`src/rtl/ngp_pkg.sv`:
```
// Shared definitions for the NGP writeback stage.
//   wb_state_e : writeback FSM states
//   DST_A/DST_D/DST_M : bit positions inside the 3-bit destination mask
package ngp_pkg;

  typedef enum logic [1:0] {
    ST_IDLE    = 2'd0,
    ST_WR_WAIT = 2'd1,
    ST_RD_WAIT = 2'd2,
    ST_DONE    = 2'd3
  } wb_state_e;

  localparam int DST_A = 2;
  localparam int DST_D = 1;
  localparam int DST_M = 0;

endpackage

```
`src/rtl/ngp_writeback.sv`:
```
// NGP writeback stage: commits a handler result into the architectural
// A/D registers and the program counter, performs the optional *A store and
// refreshes the cached mem[A] value through a single-request memory port.
//
// Ports:
//   clk, rst_n               clock, asynchronous active-low reset
//   in_valid / in_ready      result handshake (ready only while idle)
//   result, jmp, dst         handler output, branch-taken flag, dest mask
//   a_reg, d_reg, amem_reg   architectural A, D and cached mem[A]
//   pc                       fetch program counter
//   retire                   one-cycle completion pulse
//   mem_req/we/addr/wdata    data-memory request, held until mem_ack
//   mem_ack, mem_rdata       memory completion and read data
module ngp_writeback
  import ngp_pkg::*;
#(
  parameter logic [15:0] RESET_PC = 16'h0000
) (
  input  logic        clk,
  input  logic        rst_n,
  input  logic        in_valid,
  output logic        in_ready,
  input  logic [15:0] result,
  input  logic        jmp,
  input  logic [2:0]  dst,
  output logic [15:0] a_reg,
  output logic [15:0] d_reg,
  output logic [15:0] amem_reg,
  output logic [15:0] pc,
  output logic        retire,
  output logic        mem_req,
  output logic        mem_we,
  output logic [15:0] mem_addr,
  output logic [15:0] mem_wdata,
  input  logic        mem_ack,
  input  logic [15:0] mem_rdata
);

  wb_state_e   state_q;
  logic [15:0] a_q, d_q, amem_q, pc_q;
  logic [15:0] a_d, d_d, pc_d;
  logic        retire_q;
  logic        mem_req_q, mem_we_q;
  logic [15:0] mem_addr_q, mem_wdata_q;
  // Remembers that the held instruction also wrote A, so the store must be
  // followed by a refresh read of the new A.
  logic        rd_after_wr_q;

  // Next architectural values for an accept; every source uses pre-accept A.
  always_comb begin
    a_d  = dst[DST_A] ? result : a_q;
    d_d  = dst[DST_D] ? result : d_q;
    pc_d = jmp ? a_q : (pc_q + 16'd1);
  end

  // Writeback FSM with all outputs registered.
  always_ff @(posedge clk or negedge rst_n) begin
    if (!rst_n) begin
      state_q       <= ST_IDLE;
      a_q           <= 16'h0000;
      d_q           <= 16'h0000;
      amem_q        <= 16'h0000;
      pc_q          <= RESET_PC;
      retire_q      <= 1'b0;
      mem_req_q     <= 1'b0;
      mem_we_q      <= 1'b0;
      mem_addr_q    <= 16'h0000;
      mem_wdata_q   <= 16'h0000;
      rd_after_wr_q <= 1'b0;
    end else begin
      retire_q <= 1'b0;
      case (state_q)
        ST_IDLE: begin
          if (in_valid) begin
            a_q           <= a_d;
            d_q           <= d_d;
            pc_q          <= pc_d;
            rd_after_wr_q <= dst[DST_A];
            if (dst[DST_M]) begin
              mem_addr_q  <= a_q;
              mem_wdata_q <= result;
              mem_we_q    <= 1'b1;
              mem_req_q   <= 1'b1;
              state_q     <= ST_WR_WAIT;
            end else if (dst[DST_A]) begin
              mem_addr_q <= result;
              mem_we_q   <= 1'b0;
              mem_req_q  <= 1'b1;
              state_q    <= ST_RD_WAIT;
            end else begin
              state_q <= ST_DONE;
            end
          end
        end
        ST_WR_WAIT: begin
          if (mem_ack) begin
            amem_q   <= mem_wdata_q;
            mem_we_q <= 1'b0;
            if (rd_after_wr_q) begin
              // Chain straight into the read: mem_req stays high.
              mem_addr_q <= a_q;
              state_q    <= ST_RD_WAIT;
            end else begin
              mem_req_q <= 1'b0;
              state_q   <= ST_DONE;
            end
          end
        end
        ST_RD_WAIT: begin
          if (mem_ack) begin
            amem_q    <= mem_rdata;
            mem_req_q <= 1'b0;
            state_q   <= ST_DONE;
          end
        end
        ST_DONE: begin
          retire_q <= 1'b1;
          state_q  <= ST_IDLE;
        end
        default: begin
          mem_req_q <= 1'b0;
          mem_we_q  <= 1'b0;
          state_q   <= ST_IDLE;
        end
      endcase
    end
  end

  assign in_ready  = (state_q == ST_IDLE);
  assign a_reg     = a_q;
  assign d_reg     = d_q;
  assign amem_reg  = amem_q;
  assign pc        = pc_q;
  assign retire    = retire_q;
  assign mem_req   = mem_req_q;
  assign mem_we    = mem_we_q;
  assign mem_addr  = mem_addr_q;
  assign mem_wdata = mem_wdata_q;

endmodule

```
`config.mk`:
```
export PLATFORM = sky130hd
export DESIGN_NAME = ngp_writeback
export DESIGN_NICKNAME = d
export VERILOG_FILES = /design/src/rtl/ngp_pkg.sv /design/src/rtl/ngp_writeback.sv
export SDC_FILE = /design/constraint.sdc
export NUM_CORES = 1
export LEC_CHECK = 0
export ABC_AREA = 0
export BUFFER_PORTS_ARGS = -buffer_cell sky130_fd_sc_hd__buf_4
export CAP_MARGIN = 10
export CORE_MARGIN = 5
export CORE_UTILIZATION = 51
export CTS_CLUSTER_DIAMETER = 150
export CTS_CLUSTER_SIZE = 8
export DETAILED_ROUTE_END_ITERATION = 12
export PLACE_DENSITY = 0.79
export SLEW_MARGIN = 20
export SYNTH_ARGS = -nofsm -noshare
export SYNTH_HDL_FRONTEND = slang
export SYNTH_SLANG_ARGS = --single-unit
```
`constraint.sdc`:
```
create_clock -name clk -period 2.45 [get_ports clk]
set_input_delay 0.3675 -clock clk [delete_from_list [all_inputs] [get_ports clk]]
set_output_delay 0.3675 -clock clk [all_outputs]
set_load 0.05 [all_outputs]
```
## Word level (Yosys, flattened, before mapping)

Cells that the tools add are included.

- Register bits after elaboration: 102
- Bits in latches: 0
- Bits in writable memories: 0
- ROM bits: 0
- Input port bits: 40
- Output and inout bits: 100
- Logic and storage cells: 63
- Memories kept: 0

- $add $sub $neg: 1
- Multipliers: 0
- Div/mod/pow operators: 0
- Magnitude comparators: 0
- Eq/ne operators: 9
- Shift-type cells: 0
- Muxes and demuxes: 29
- Bitwise gates (word level): 0
- Reductions and logical operators: 13

Operators by type and width:

| cell | number |
|---|---|
| 16-bit 2-to-1 mux | 8 |
| 16-bit one-hot mux with 2 select lines | 2 |
| 16-bit by 1-bit adder with 16-bit output, second input constant | 1 |
| 3-bit AND reduction | 5 |
| 1-bit 2-to-1 mux | 12 |
| 2-bit inequality test, second input constant | 5 |
| 2-bit 2-to-1 mux | 4 |
| 2-bit one-hot mux with 4 select lines | 1 |
| 6-bit AND reduction | 1 |
| 5-bit AND reduction | 1 |
| 2-bit == test, second input constant | 2 |
| 4-bit AND reduction | 1 |
| 2-bit nonzero test | 2 |
| 3-bit by 1-bit inequality test with 1-bit output, second input constant | 1 |
| 1-bit one-hot mux with 3 select lines | 1 |
| 3-bit nonzero test | 1 |
| 2-bit by 1-bit == test with 1-bit output, second input constant | 1 |
| 2-bit zero test | 1 |
| 1-bit one-hot mux with 2 select lines | 1 |
| 2-bit AND reduction | 1 |

## Logic depth before layout (Yosys ltp)

- Depth in word-level cells: 4
- Mapped depth: 8
- Gate-level depth less buffers: 6

## Worst setup path before layout

OpenSTA, ideal clock, no wires.

- Path kind: register to register
- Start point: register state_q[0]
- End point: register a_q[1] (netlist: a_reg[1])
- Library setup time: 0.128 ns
- Data arrival time: 2.027 ns
- Data required time: 2.322 ns
- Path slack: 0.295 ns
- Stages on the path, launching flop included: 8
- Buffers on the path: 2
- Period minus slack after synthesis: 2.155 ns
- Cell sequence: dfrtp_1 inv_1 ha_1 and2_1 buf_4 nand2_2 buf_4 mux2_1

- Longest elaborated chain between the ends: 2

RTL lines:

| element | RTL line | source |
|---|---|---|
| from (decl) | ngp_writeback.sv:39 | `wb_state_e state_q;` |
| from (signal assigned) | ngp_writeback.sv:59 | `state_q <= ST_IDLE;` |
| from (signal assigned) | ngp_writeback.sv:84 | `state_q <= ST_WR_WAIT;` |
| from (signal assigned) | ngp_writeback.sv:89 | `state_q <= ST_RD_WAIT;` |
| 2-bit zero test | - |  |
| named net in_ready | ngp_writeback.sv:22 | `output logic in_ready,` |
| 3-bit AND reduction (no source line) | - |  |
| to (signal assigned) | ngp_writeback.sv:60 | `a_q <= 16'h0000;` |
| to (signal assigned) | ngp_writeback.sv:75 | `a_q <= a_d;` |
| to (decl) | ngp_writeback.sv:40 | `logic [15:0] a_q, d_q, amem_q, pc_q;` |

The timed path passes the listed nets, and every way through them passes these cells.
A chain may end at the register's enable or synchronous reset.

## Final worst setup path

- Start point: register state_q[1]
- End point: register a_q[0] (netlist: a_reg[0])

- Longest elaborated chain between the ends: 2

RTL lines:

| element | RTL line | source |
|---|---|---|
| 2-bit zero test | ngp_writeback.sv:72 | `case (state_q)` |
| 3-bit AND reduction (no source line) | - |  |

Every way passes these cells.

==> key figures <==
Synthesis
  – Synthesized area per cell: ~12 µm²
  – Synth Register Bits: 102
  – Async set or reset register ratio after synthesis: 100.0%
  – Number of synthesized flops with an enable pin: 0
  – Area share of the largest cell type after synthesis: between 50 and 60%
  – Dominant cells by area after synthesis: sky130_fd_sc_hd__dfrtp_1 (55%), sky130_fd_sc_hd__mux2_2 (9.0%), sky130_fd_sc_hd__mux2i_1 (7.8%)
  – Number of nets in the synthesized netlist: around 440
  – Synth warn: 0
  – Yosys cell types: 42
  – Post-synthesis cell type with the largest combined area: sky130_fd_sc_hd__dfrtp_1
  – Post-synthesis instance area: between 4000 and 5000 µm²
  – Seq/Total Area, Yosys: 55.27%
  – Ys flop type: sky130_fd_sc_hd__dfrtp_1
  – Synth Instances: between 300 and 400

Floorplanning
  – Area of the die: between 10000 and 15000 µm²
  – Area of the core: roughly 8800 µm²
  – Number of primary I/O pins: 140
  – Initial core utilization: about 53%
  – Die extent in x: between 100 and 150 µm
  – Die boundary height: 105.2 µm
  – Num rows: 34

STA
  – Min Clock Period, post-route: 2.086 ns
  – Achievable clock frequency: 0.4793 GHz
  – Setup Skew: between 0.01 and 0.015 ns
  – Pins Over Slew Limit: 0
  – Setup repair after global routing missed its margin: false
  – Actual transition at the worst max-transition pin: 0.5690 ns
  – Worst slew margin relative to its limit: 62.07%
  – Number of hold violations in the final report: 1
  – Period utilization: 85.15%
  – Final TNS setup: 0 ns
  – Final setup violation count: 0
  – Fin worst setup slack: 0.3638 ns
  – Final-layout worst hold slack: -0.001067 ns

Detailed routing
  – Routed wire per std cell: about 18 µm
  – Vias per cell: 5.573
  – DRT antenna net count: 0
  – Via total after detailed routing: 3617
  – DR pass1 iterations: 5
  – Residual DRC: 0
  – Routed Wire Length: 11.58 mm
  – 1st-iter DRT viols: 160

Cells and area
  – Most common cell after layout, fill and taps aside: sky130_fd_sc_hd__buf_4
  – Final Util: 68.02%
  – Number of antenna repair diodes: 0
  – Ratio of cells with drive above 1 in the final layout: 38.45%
  – Net count reported at finish: 582
  – Most used cells in the layout excluding fill and tap cells: sky130_fd_sc_hd__buf_4 (146), sky130_fd_sc_hd__dfrtp_1 (102), sky130_fd_sc_hd__mux2_2 (37)
  – Relative area change from synthesis to final layout: 29.07%
  – Area of all placed cells without fillers: 5961 µm²

Worst setup path
  – Data arrival at the endpoint of the critical path: approximately 2.3 ns
  – Launch instance of the worst register-to-register path: state_q[1]$_DFFE_PN0P_
  – Category of the most critical setup path: flip-flop to flip-flop
  – Kind of launch point of the worst setup path: flip-flop
  – R2R depth: 5
  – Destination of the worst register-to-register timing path: a_reg[0]$_DFFE_PN0P_
  – Crit path required time: 2.69 ns
  – Slack of the worst reg-to-reg path: 0.36 ns
  – Critical Path Sink Type: flip-flop
  – Max FO, Critical Path: 17

Placed design
  – Half-perimeter wire length after detailed placement: 8.865 mm
  – Number of port buffers: 139
  – Placer Congestion: 0.8096
  – Placed Area: roughly 5800 µm²
  – Placement-stage worst setup slack: approximately 0.37 ns

Clocking
  – Maximum number of buffers from clock root to sink: 2
  – Clock sink total: 102
  – CTS tree: built
  – Post-cts sizing count: 0
  – H-Tree Level Count: 3
  – Clock latency on the worst-skew pair: 0.35 ns
  – Number of buffers created by CTS: 9
  – Clock root buffer master: sky130_fd_sc_hd__clkbuf_8
  – Total of hold buffers inserted after clock tree synthesis: 0
  – Clock-pin transition on the worst setup and hold timing paths: 0.10 ns
  – Post-CTS Setup Bufs: 0

Global routing
  – Largest net degree at the start of global routing: 45
  – Residual overflow from global routing: 0
  – Via count of the first global-routing pass: 3570
  – Combined global-route utilization of all metal layers: roughly a fifth
  – Global-route wire length before repair: 18.80 mm
  – Number of antenna violations at the first check in global routing: 0

Run
  – Number of max-cap violations: 0

Run status
  – Violations in the final reports: negative hold slack
  – Status: finished, violations left

Min path
  – Min-delay worst type: primary input to asynchronous set/reset pin
-- cell type report --
cell class / count / area (µm²)
multi-input combinational: 265 / 1932
fill: 679 / 2803
sequential: 102 / 2552
clock buffer: 11 / 141.4
clock inverter: 5 / 42.54
tap: 108 / 135.1
timing repair buffer: 147 / 1116
inverter: 11 / 41.29
-- stage by stage --
step	hold WS, ns	instances
after floorplan	0.07191	398
after global placement	0.4022	633
after detailed placement	0.4082	633
after CTS	0.01475	649
after global routing	0.02924	649
final	-0.001067	649
-- kinds of logic after synthesis --
logic type | after synthesis | synth area share [%]
fa+ha+maj | 6 | 1.626
compound gates | 87 | 11.11
buf+inv | 31 | 3.143
simple gates | 87 | 9.104
flops | 102 | 55.27
mux | 85 | 19.75
-- routing by layer --
layer	GRT usage, %	part of all wire (%)
met1	29.23	45
met2	34.17	49
met3	3.268	5.4
met4	5.297	0.84
met5	0	0
-- worst max path at each step --
stage | slack (ns) | to | depth (start not counted) | from
after floorplan | 0.30 | a_reg[1]$_DFFE_PN0P_ | 7 | state_q[0]$_DFFE_PN0P_
after global placement | 0.50 | pc[11]$_DFFE_PN0P_ | 6 | state_q[0]$_DFFE_PN0P_
after detailed placement | 0.37 | a_reg[0]$_DFFE_PN0P_ | 5 | state_q[1]$_DFFE_PN0P_
after CTS | 0.38 | a_reg[0]$_DFFE_PN0P_ | 5 | state_q[1]$_DFFE_PN0P_
after global routing | 0.26 | pc[13]$_DFFE_PN0P_ | 6 | state_q[0]$_DFFE_PN0P_
final | 0.36 | a_reg[0]$_DFFE_PN0P_ | 5 | state_q[1]$_DFFE_PN0P_
-- worst max-delay path, stage by stage (launching register included) --
cell and delay, ns:
sky130_fd_sc_hd__dfrtp_1 0.41, sky130_fd_sc_hd__inv_1 0.13, sky130_fd_sc_hd__ha_1 0.34, sky130_fd_sc_hd__and2_1 0.37, sky130_fd_sc_hd__nand2_2 0.33, sky130_fd_sc_hd__mux2_1 0.41
-- cells in the mapped netlist (2+ instances only) --
master	n
sky130_fd_sc_hd__dfrtp_1	102
sky130_fd_sc_hd__mux2_2	37
sky130_fd_sc_hd__mux2i_1	36
sky130_fd_sc_hd__a21oi_1	34
sky130_fd_sc_hd__nand2_1	31
sky130_fd_sc_hd__o21ai_0	30
sky130_fd_sc_hd__nor2_1	23
sky130_fd_sc_hd__mux2_1	12
sky130_fd_sc_hd__inv_1	11
sky130_fd_sc_hd__buf_2	8
sky130_fd_sc_hd__clkbuf_1	7
sky130_fd_sc_hd__ha_1	6
sky130_fd_sc_hd__nand3_1	6
sky130_fd_sc_hd__nor3_1	6
sky130_fd_sc_hd__buf_4	5
sky130_fd_sc_hd__o22ai_1	4
sky130_fd_sc_hd__nand4_1	3
sky130_fd_sc_hd__nor4_1	3
sky130_fd_sc_hd__o41ai_1	3
sky130_fd_sc_hd__or3_1	3
sky130_fd_sc_hd__a2bb2oi_1	2
sky130_fd_sc_hd__nand2_2	2
sky130_fd_sc_hd__nor2b_1	2
sky130_fd_sc_hd__o221ai_1	2
sky130_fd_sc_hd__o22a_1	2
sky130_fd_sc_hd__o31ai_1	2
Power is left out: the tool's default activity adds up to more than one toggle a clock period on the data nets, which glitch-free logic cannot reach.
